`src/rtl/decode_stage.sv`:
```
// RV32I/RV64I integer decode stage: decodes one instruction into a registered
// ALU-control bundle with valid/ready handshakes, halting after EBREAK/illegal.
module decode_stage #(
  parameter int XLEN = 64
) (
  input  logic            clk,
  input  logic            rst,
  input  logic            in_valid,
  output logic            in_ready,
  input  logic [31:0]     in_inst,
  input  logic [XLEN-1:0] in_pc,
  input  logic            flush,
  output logic            out_valid,
  input  logic            out_ready,
  output logic [XLEN-1:0] out_pc,
  output logic [3:0]      out_aluop,
  output logic            out_wen,
  output logic            out_src1_pc,
  output logic            out_src2_imm,
  output logic            out_jump,
  output logic [XLEN-1:0] out_imm,
  output logic [4:0]      out_rs1,
  output logic [4:0]      out_rs2,
  output logic [4:0]      out_rd,
  output logic            out_illegal,
  output logic            halted
);

  typedef enum logic {RUN, HALT} state_t;

  localparam logic [3:0] ALU_ADD   = 4'd0;
  localparam logic [3:0] ALU_SUB   = 4'd1;
  localparam logic [3:0] ALU_SLL   = 4'd2;
  localparam logic [3:0] ALU_SLT   = 4'd3;
  localparam logic [3:0] ALU_SLTU  = 4'd4;
  localparam logic [3:0] ALU_XOR   = 4'd5;
  localparam logic [3:0] ALU_SRL   = 4'd6;
  localparam logic [3:0] ALU_SRA   = 4'd7;
  localparam logic [3:0] ALU_OR    = 4'd8;
  localparam logic [3:0] ALU_AND   = 4'd9;
  localparam logic [3:0] ALU_PASSB = 4'd10;

  localparam logic [6:0] OPC_OP_IMM = 7'b0010011;
  localparam logic [6:0] OPC_OP     = 7'b0110011;
  localparam logic [6:0] OPC_LUI    = 7'b0110111;
  localparam logic [6:0] OPC_AUIPC  = 7'b0010111;
  localparam logic [6:0] OPC_JAL    = 7'b1101111;
  localparam logic [6:0] OPC_JALR   = 7'b1100111;
  localparam logic [6:0] OPC_SYSTEM = 7'b1110011;

  state_t state, state_nxt;

  logic [6:0]  opcode;
  logic [2:0]  funct3;
  logic [6:0]  funct7;
  logic [31:0] imm_i, imm_u, imm_j;
  logic        is_ebreak;
  logic        sll_ok, sr_ok;
  logic        accept;

  logic [3:0]  d_aluop;
  logic        d_wen, d_src1_pc, d_src2_imm, d_jump, d_illegal;
  logic [31:0] d_imm;

  assign opcode    = in_inst[6:0];
  assign funct3    = in_inst[14:12];
  assign funct7    = in_inst[31:25];
  assign imm_i     = {{20{in_inst[31]}}, in_inst[31:20]};
  assign imm_u     = {in_inst[31:12], 12'b0};
  assign imm_j     = {{11{in_inst[31]}}, in_inst[31], in_inst[19:12], in_inst[20],
                      in_inst[30:21], 1'b0};
  assign is_ebreak = (in_inst == 32'h0010_0073);

  // RV64 shifts borrow inst[25] as shamt[5], so only inst[31:26] is checked.
  if (XLEN == 32) begin : g_shift32
    assign sll_ok = (in_inst[31:25] == 7'b0000000);
    assign sr_ok  = (in_inst[31:25] == 7'b0000000) || (in_inst[31:25] == 7'b0100000);
  end else begin : g_shift64
    assign sll_ok = (in_inst[31:26] == 6'b000000);
    assign sr_ok  = (in_inst[31:26] == 6'b000000) || (in_inst[31:26] == 6'b010000);
  end

  always_comb begin
    d_aluop    = ALU_ADD;
    d_wen      = 1'b0;
    d_src1_pc  = 1'b0;
    d_src2_imm = 1'b0;
    d_jump     = 1'b0;
    d_imm      = '0;
    d_illegal  = 1'b0;
    case (opcode)
      OPC_OP_IMM: begin
        d_src2_imm = 1'b1;
        d_wen      = 1'b1;
        d_imm      = imm_i;
        case (funct3)
          3'b000: d_aluop = ALU_ADD;
          3'b010: d_aluop = ALU_SLT;
          3'b011: d_aluop = ALU_SLTU;
          3'b100: d_aluop = ALU_XOR;
          3'b110: d_aluop = ALU_OR;
          3'b111: d_aluop = ALU_AND;
          3'b001: begin
            d_aluop   = ALU_SLL;
            d_illegal = !sll_ok;
          end
          default: begin
            d_aluop   = in_inst[30] ? ALU_SRA : ALU_SRL;
            d_illegal = !sr_ok;
          end
        endcase
      end
      OPC_OP: begin
        d_wen = 1'b1;
        if (funct7 == 7'b0000000) begin
          case (funct3)
            3'b000:  d_aluop = ALU_ADD;
            3'b001:  d_aluop = ALU_SLL;
            3'b010:  d_aluop = ALU_SLT;
            3'b011:  d_aluop = ALU_SLTU;
            3'b100:  d_aluop = ALU_XOR;
            3'b101:  d_aluop = ALU_SRL;
            3'b110:  d_aluop = ALU_OR;
            default: d_aluop = ALU_AND;
          endcase
        end else if (funct7 == 7'b0100000 && funct3 == 3'b000) begin
          d_aluop = ALU_SUB;
        end else if (funct7 == 7'b0100000 && funct3 == 3'b101) begin
          d_aluop = ALU_SRA;
        end else begin
          d_illegal = 1'b1;
        end
      end
      OPC_LUI: begin
        d_aluop    = ALU_PASSB;
        d_src2_imm = 1'b1;
        d_wen      = 1'b1;
        d_imm      = imm_u;
      end
      OPC_AUIPC: begin
        d_src1_pc  = 1'b1;
        d_src2_imm = 1'b1;
        d_wen      = 1'b1;
        d_imm      = imm_u;
      end
      OPC_JAL: begin
        d_jump     = 1'b1;
        d_wen      = 1'b1;
        d_src1_pc  = 1'b1;
        d_src2_imm = 1'b1;
        d_imm      = imm_j;
      end
      OPC_JALR: begin
        d_jump     = 1'b1;
        d_wen      = 1'b1;
        d_src2_imm = 1'b1;
        d_imm      = imm_i;
        d_illegal  = (funct3 != 3'b000);
      end
      OPC_SYSTEM: d_illegal = !is_ebreak;
      default:    d_illegal = 1'b1;
    endcase
    if (d_illegal) begin
      d_aluop    = ALU_ADD;
      d_wen      = 1'b0;
      d_jump     = 1'b0;
      d_src1_pc  = 1'b0;
      d_src2_imm = 1'b0;
      d_imm      = '0;
    end
    if (in_inst[11:7] == 5'd0) d_wen = 1'b0;
  end

  assign in_ready = (state == RUN) && !flush && (!out_valid || out_ready);
  assign accept   = in_valid && in_ready;
  assign halted   = (state == HALT);

  always_comb begin
    state_nxt = state;
    if (state == RUN && accept && (d_illegal || is_ebreak)) state_nxt = HALT;
  end

  always_ff @(posedge clk or posedge rst) begin
    if (rst) state <= RUN;
    else     state <= state_nxt;
  end

  always_ff @(posedge clk or posedge rst) begin
    if (rst) begin
      out_valid    <= 1'b0;
      out_pc       <= '0;
      out_aluop    <= '0;
      out_wen      <= 1'b0;
      out_src1_pc  <= 1'b0;
      out_src2_imm <= 1'b0;
      out_jump     <= 1'b0;
      out_imm      <= '0;
      out_rs1      <= '0;
      out_rs2      <= '0;
      out_rd       <= '0;
      out_illegal  <= 1'b0;
    end else if (flush) begin
      out_valid <= 1'b0;
    end else if (accept) begin
      out_valid    <= 1'b1;
      out_pc       <= in_pc;
      out_aluop    <= d_aluop;
      out_wen      <= d_wen;
      out_src1_pc  <= d_src1_pc;
      out_src2_imm <= d_src2_imm;
      out_jump     <= d_jump;
      out_imm      <= XLEN'($signed(d_imm));
      out_rs1      <= in_inst[19:15];
      out_rs2      <= in_inst[24:20];
      out_rd       <= in_inst[11:7];
      out_illegal  <= d_illegal;
    end else if (out_ready) begin
      out_valid <= 1'b0;
    end
  end

endmodule

```
`config.mk`:
```
export PLATFORM = sky130hd
export DESIGN_NAME = decode_stage
export DESIGN_NICKNAME = d
export VERILOG_FILES = /design/src/rtl/decode_stage.sv
export SDC_FILE = /design/constraint.sdc
export NUM_CORES = 1
export LEC_CHECK = 0
export ABC_AREA = 1
export CAP_MARGIN = 20
export CORE_MARGIN = 5
export CORE_UTILIZATION = 47
export CTS_BUF_LIST = sky130_fd_sc_hd__clkbuf_4
export DETAILED_ROUTE_END_ITERATION = 8
export MAX_ROUTING_LAYER = met4
export PLACE_DENSITY = 0.89
export SLEW_MARGIN = 40
export SYNTH_ARGS = -nofsm -noshare
export SYNTH_HDL_FRONTEND = slang
export SYNTH_SLANG_ARGS = --single-unit
```
`constraint.sdc`:
```
create_clock -name clk -period 10.7 [get_ports clk]
set_clock_uncertainty 0.15 [all_clocks]
set_input_delay 2.14 -clock clk [delete_from_list [all_inputs] [get_ports clk]]
set_output_delay 2.14 -clock clk [all_outputs]
set_load 0.02 [all_outputs]
```
======== Yosys cells after proc, flatten, opt, wreduce, memory -nomap -nowiden ========
Cells that the tools add are included.
Widths: inputs -> output; s select.
word-level totals
  logic and storage cells ................. 89
  flip-flop bits (word level) ............. 122
  input port bits ......................... 101
  output and inout bits ................... 155
operators by class
  equal/unequal tests ..................... 17
  bitwise gates (word level) .............. 2
  muxes and demuxes ....................... 27
  reduce and logical (&&, ||, !) cells .... 30
operator list
  operator              number
  $pmux 32 s3           1
  $pmux 4 s7            2
  $eq 32x21->1 const B  1
  $mux 32               1
  $eq 7x6->1 const B    3
  $eq 7x7->1 const B    3
  $mux 1                16
  $eq 7x5->1 const B    2
  $eq 3x3->1 const B    4
  $pmux 4 s3            1
  $reduce_or 6->1       2
  $mux 4                2
  $reduce_or 2->1       4
  $logic_and 1x1->1     7
  $logic_not 7->1       1
  $eq 3x2->1 const B    2
  $eq 6x5->1 const B    1
  $logic_not 6->1       1
  $mux 3                2
  $reduce_bool 3->1     2
  $logic_not 1->1       5
  $logic_not 5->1       1
  $pmux 1 s5            1
  $reduce_or 5->1       1
  7 further kinds       10

======== Logic depth before layout (Yosys ltp) ========
  depth in word-level cells ............... 8
  mapped depth ............................ 12
  mapped depth without buffers ............ 11

======== Worst setup path after synthesis ========
No wires, ideal clock.
  kind .................................... in2out
  start ................................... input flush
  end ..................................... output in_ready
  arrival time ............................ 2482 ps
  data required time ...................... 8410 ps
  buffers on the path ..................... 0
  setup slack ............................. 5928 ps
  cell stages on the path ................. 1
  cell sequence ........................... nor3_2
between the ends
  word-level cells in the longest chain between the ends .. 3
RTL lines
  item                            line  RTL
  from (decl)                     12    input logic flush,
  $logic_not 1->1                 174   assign in_ready = (state == RUN) && !flush && (!out_valid || out_ready);
  $logic_and 1x1->1 (2 in a row)  174
  to (decl)                       9     output logic in_ready,
Every way passes these cells.

======== Worst setup path after layout ========
  start ................................... input out_ready
  end ..................................... output in_ready
between the ends
  word-level cells in the longest chain between the ends .. 2
RTL lines
  item               line  RTL
  from (decl)        14    input logic out_ready,
  $logic_or 1x1->1   174
  $logic_and 1x1->1  174
Every way passes these cells.

==> run metrics <==
routability cong. around 0.87; detailed-route vias per instance around 4.9; worst path bufs/invs 2; slowest stage delay, CP between 600 and 700 ps; minimum clock period just under 6000 ps; CP Data Arrival Time ~3500 ps; Post-Syn Instances about 730; Tcrit/Tclk final 54.5%; Skew-Pair Late Insertion Delay 510 ps; # nets final between 1,000 and 1,500; Setup WS pre-CTS between 4000 and 5000 ps; total number of vias between 5,000 and 6,000; Post-synth EDFFs 0; # diodes 0; row count 40; cell taking the most area after synthesis dfrtp_1; Leak about 0.0042 uW; Seq/Total Area, Yosys roughly 53%; largest cells by area after synthesis dfrtp_1, nand2_1, buf_4; DRC Markers 0; maximum root-to-sink buffer count 2; vias in the first global route ~5,200; Synth top area share between 50 and 60%; Netlist cell types 28; detailed placement HPWL between 10 and 15 mm; CTS tree done; H-tree Lvls 4; HP Start out_imm[17]$_DFFE_PP0P_; largest net degree at the start of global routing 100; Root Driver clkbuf_4; synthesis-to-finish area growth 47.2%; Die H around 120 um; IO Count roughly 260; All-Layer GR Usage 24.1%; share of layout cells above drive strength 1 around 6.5%; count of hold buffers inserted by post-cts repair 0; max-slew violation count 0; ys async rst share 100%; worst-path fanout max 2; Synthesis Warnings 0; Synthesized Nets 834; WL final 17.2 mm; clock sinks 122; min-delay worst type flip-flop to flip-flop; core box area around 0.012 mm^2; Post-CTS Resized 0; CP startpoint kind primary input; First-pass DRT Iterations 5; Yosys reg bits 122; postcts setup bufs 0; clock transition at the registers of the reported paths ~90 ps; Peak VDD IR between 0.0001 and 0.00015 V; first-pass GRT wire length between 20 and 30 mm; RSZ-0062 raised after global routing no; max_cap viols 0; Initial Utilization between 40% and 50%; Final Hold Fails 0; Critical Path RT 8410 ps; Max Fclk approximately 0.17 GHz; Die X-Extent 121 um; area of the die 0.0146 mm^2; CP Class primary input to primary output; Synth Flop Type dfrtp_1; CP startpoint out_ready; delay-heaviest family, CP buffers and inverters; status finished clean; CP Cell Sequence clkdlybuf4s50_1 -> nor2_1 -> nor3_2 -> clkdlybuf4s50_1; DRT iter0 DRCs between 400 and 500; Avg WL per Cell approximately 16 um; total congestion overflow 0; PwrDens between 200 and 250 mW/mm^2; syn avg cell area 7.87 um^2; Critical Path Most Common Cell clkdlybuf4s50_1; RR Startpoint halted$_DFFE_PP0P_; Post-synth top cells nand2_1, dfrtp_1, inv_1; fin worst setup slack slightly below 5000 ps; number of buffers created by CTS 17; # setup viols final 0; mapped cell area between 0.005 and 0.006 mm^2; Post-Route Setup TNS 0 ps; Port Buffers 255; critical path endpoint category primary output; Post-DRT Antenna Nets 0; initial antenna violation count 0; slowest stage cell, crit path clkdlybuf4s50_1; most frequent cell after synthesis nand2_1; Slew @ Worst Pin about 700 ps; relative slew slack roughly 54%
final timing paths:
| check | to | slack (ps) | cells past startpoint |
|---|---|---|---|
| max in group asynchronous | out_imm[31]$_DFFE_PP0P_ | 7430 | 3 |
| max | in_ready | 4870 | 4 |
| max reg2reg | out_aluop[0]$_DFFE_PP0P_ | 8160 | 8 |
| min | out_imm[17]$_DFFE_PP0P_ | 340 | 2 |
| min reg2reg | out_imm[17]$_DFFE_PP0P_ | 340 | 2 |
| min in group asynchronous | out_pc[23]$_DFFE_PP0P_ | 1850 | 2 |
worst reg2reg max path: cells and delay by family (launching register included):
family | cells | cell delay (ps)
DFF | 1 | 440
buffers and inverters | 2 | 670
and+or+nand+nor | 4 | 810
AOI/OAI and AO/OA | 2 | 420
cells in the final DEF, fill, tap and decap left out, types with 3 or more instances in the layout:
master / instances
a21oi_1: 5
buf_6: 3
bufinv_16: 5
clkbuf_4: 18
clkdlybuf4s50_1: 255
clkinv_2: 4
clkinvlp_4: 3
dfrtp_1: 121
inv_1: 42
inv_2: 3
nand2_1: 340
nand3_1: 38
nand3_2: 11
nand4_1: 3
nor2_1: 39
nor2_2: 6
o21ai_0: 43
final cells by class:
type | count | area [um^2]
tap | 147 | 184
clock inverter | 13 | 201
timing repair buffer | 260 | 2620
inverter | 46 | 175
fill | 937 | 3510
clock buffer | 18 | 135
multi-input combinational | 500 | 2130
sequential | 122 | 3050
layer usage:
| layer | GRT usage, % | vias to the layer above | share of wire [%] |
|---|---|---|---|
| li1 | - | 2671 | - |
| met1 | 29.9 | 2511 | 40 |
| met2 | 37.9 | 234 | 49 |
| met3 | 5.43 | 45 | 7.3 |
| met4 | 10.7 | 0 | 3.4 |
| met5 | - | - | 0 |
metrics by stage:
stage	instance area [um^2]	power [uW]	hold slack, ps	instances	util, %
final	8500	1800	338	1106	70.7
after global routing	8500	1900	357	1106	70.7
after CTS	8490	1810	340	1106	70.7
after detailed placement	8160	1430	314	1075	67.9
after global placement	8120	1410	310	1073	67.6
after floorplan	5770	1030	439	733	-
power breakdown:
part	internal, uW	switching, uW	total, uW
clock	209	173	381
sequential	606	76.3	683
combinational	347	385	731
state kept, by name, summed over array words and instances (netlist names):
register,count
out_jump,1
out_wen,1
out_src2_imm,1
out_rs2,5
out_src1_pc,1
out_valid,1
out_pc,64
out_imm,32
out_rs1,5
out_aluop,4
halted,1
out_rd,5
out_illegal,1
cell families after synthesis:
| logic type | after synthesis | synth area share, % |
|---|---|---|
| buffers and inverters | 111 | 10.3 |
| DFF | 122 | 52.9 |
| and+or+nand+nor | 445 | 31.8 |
| AOI/OAI and AO/OA | 55 | 5.03 |
Power figures use the tool's default switching activity.
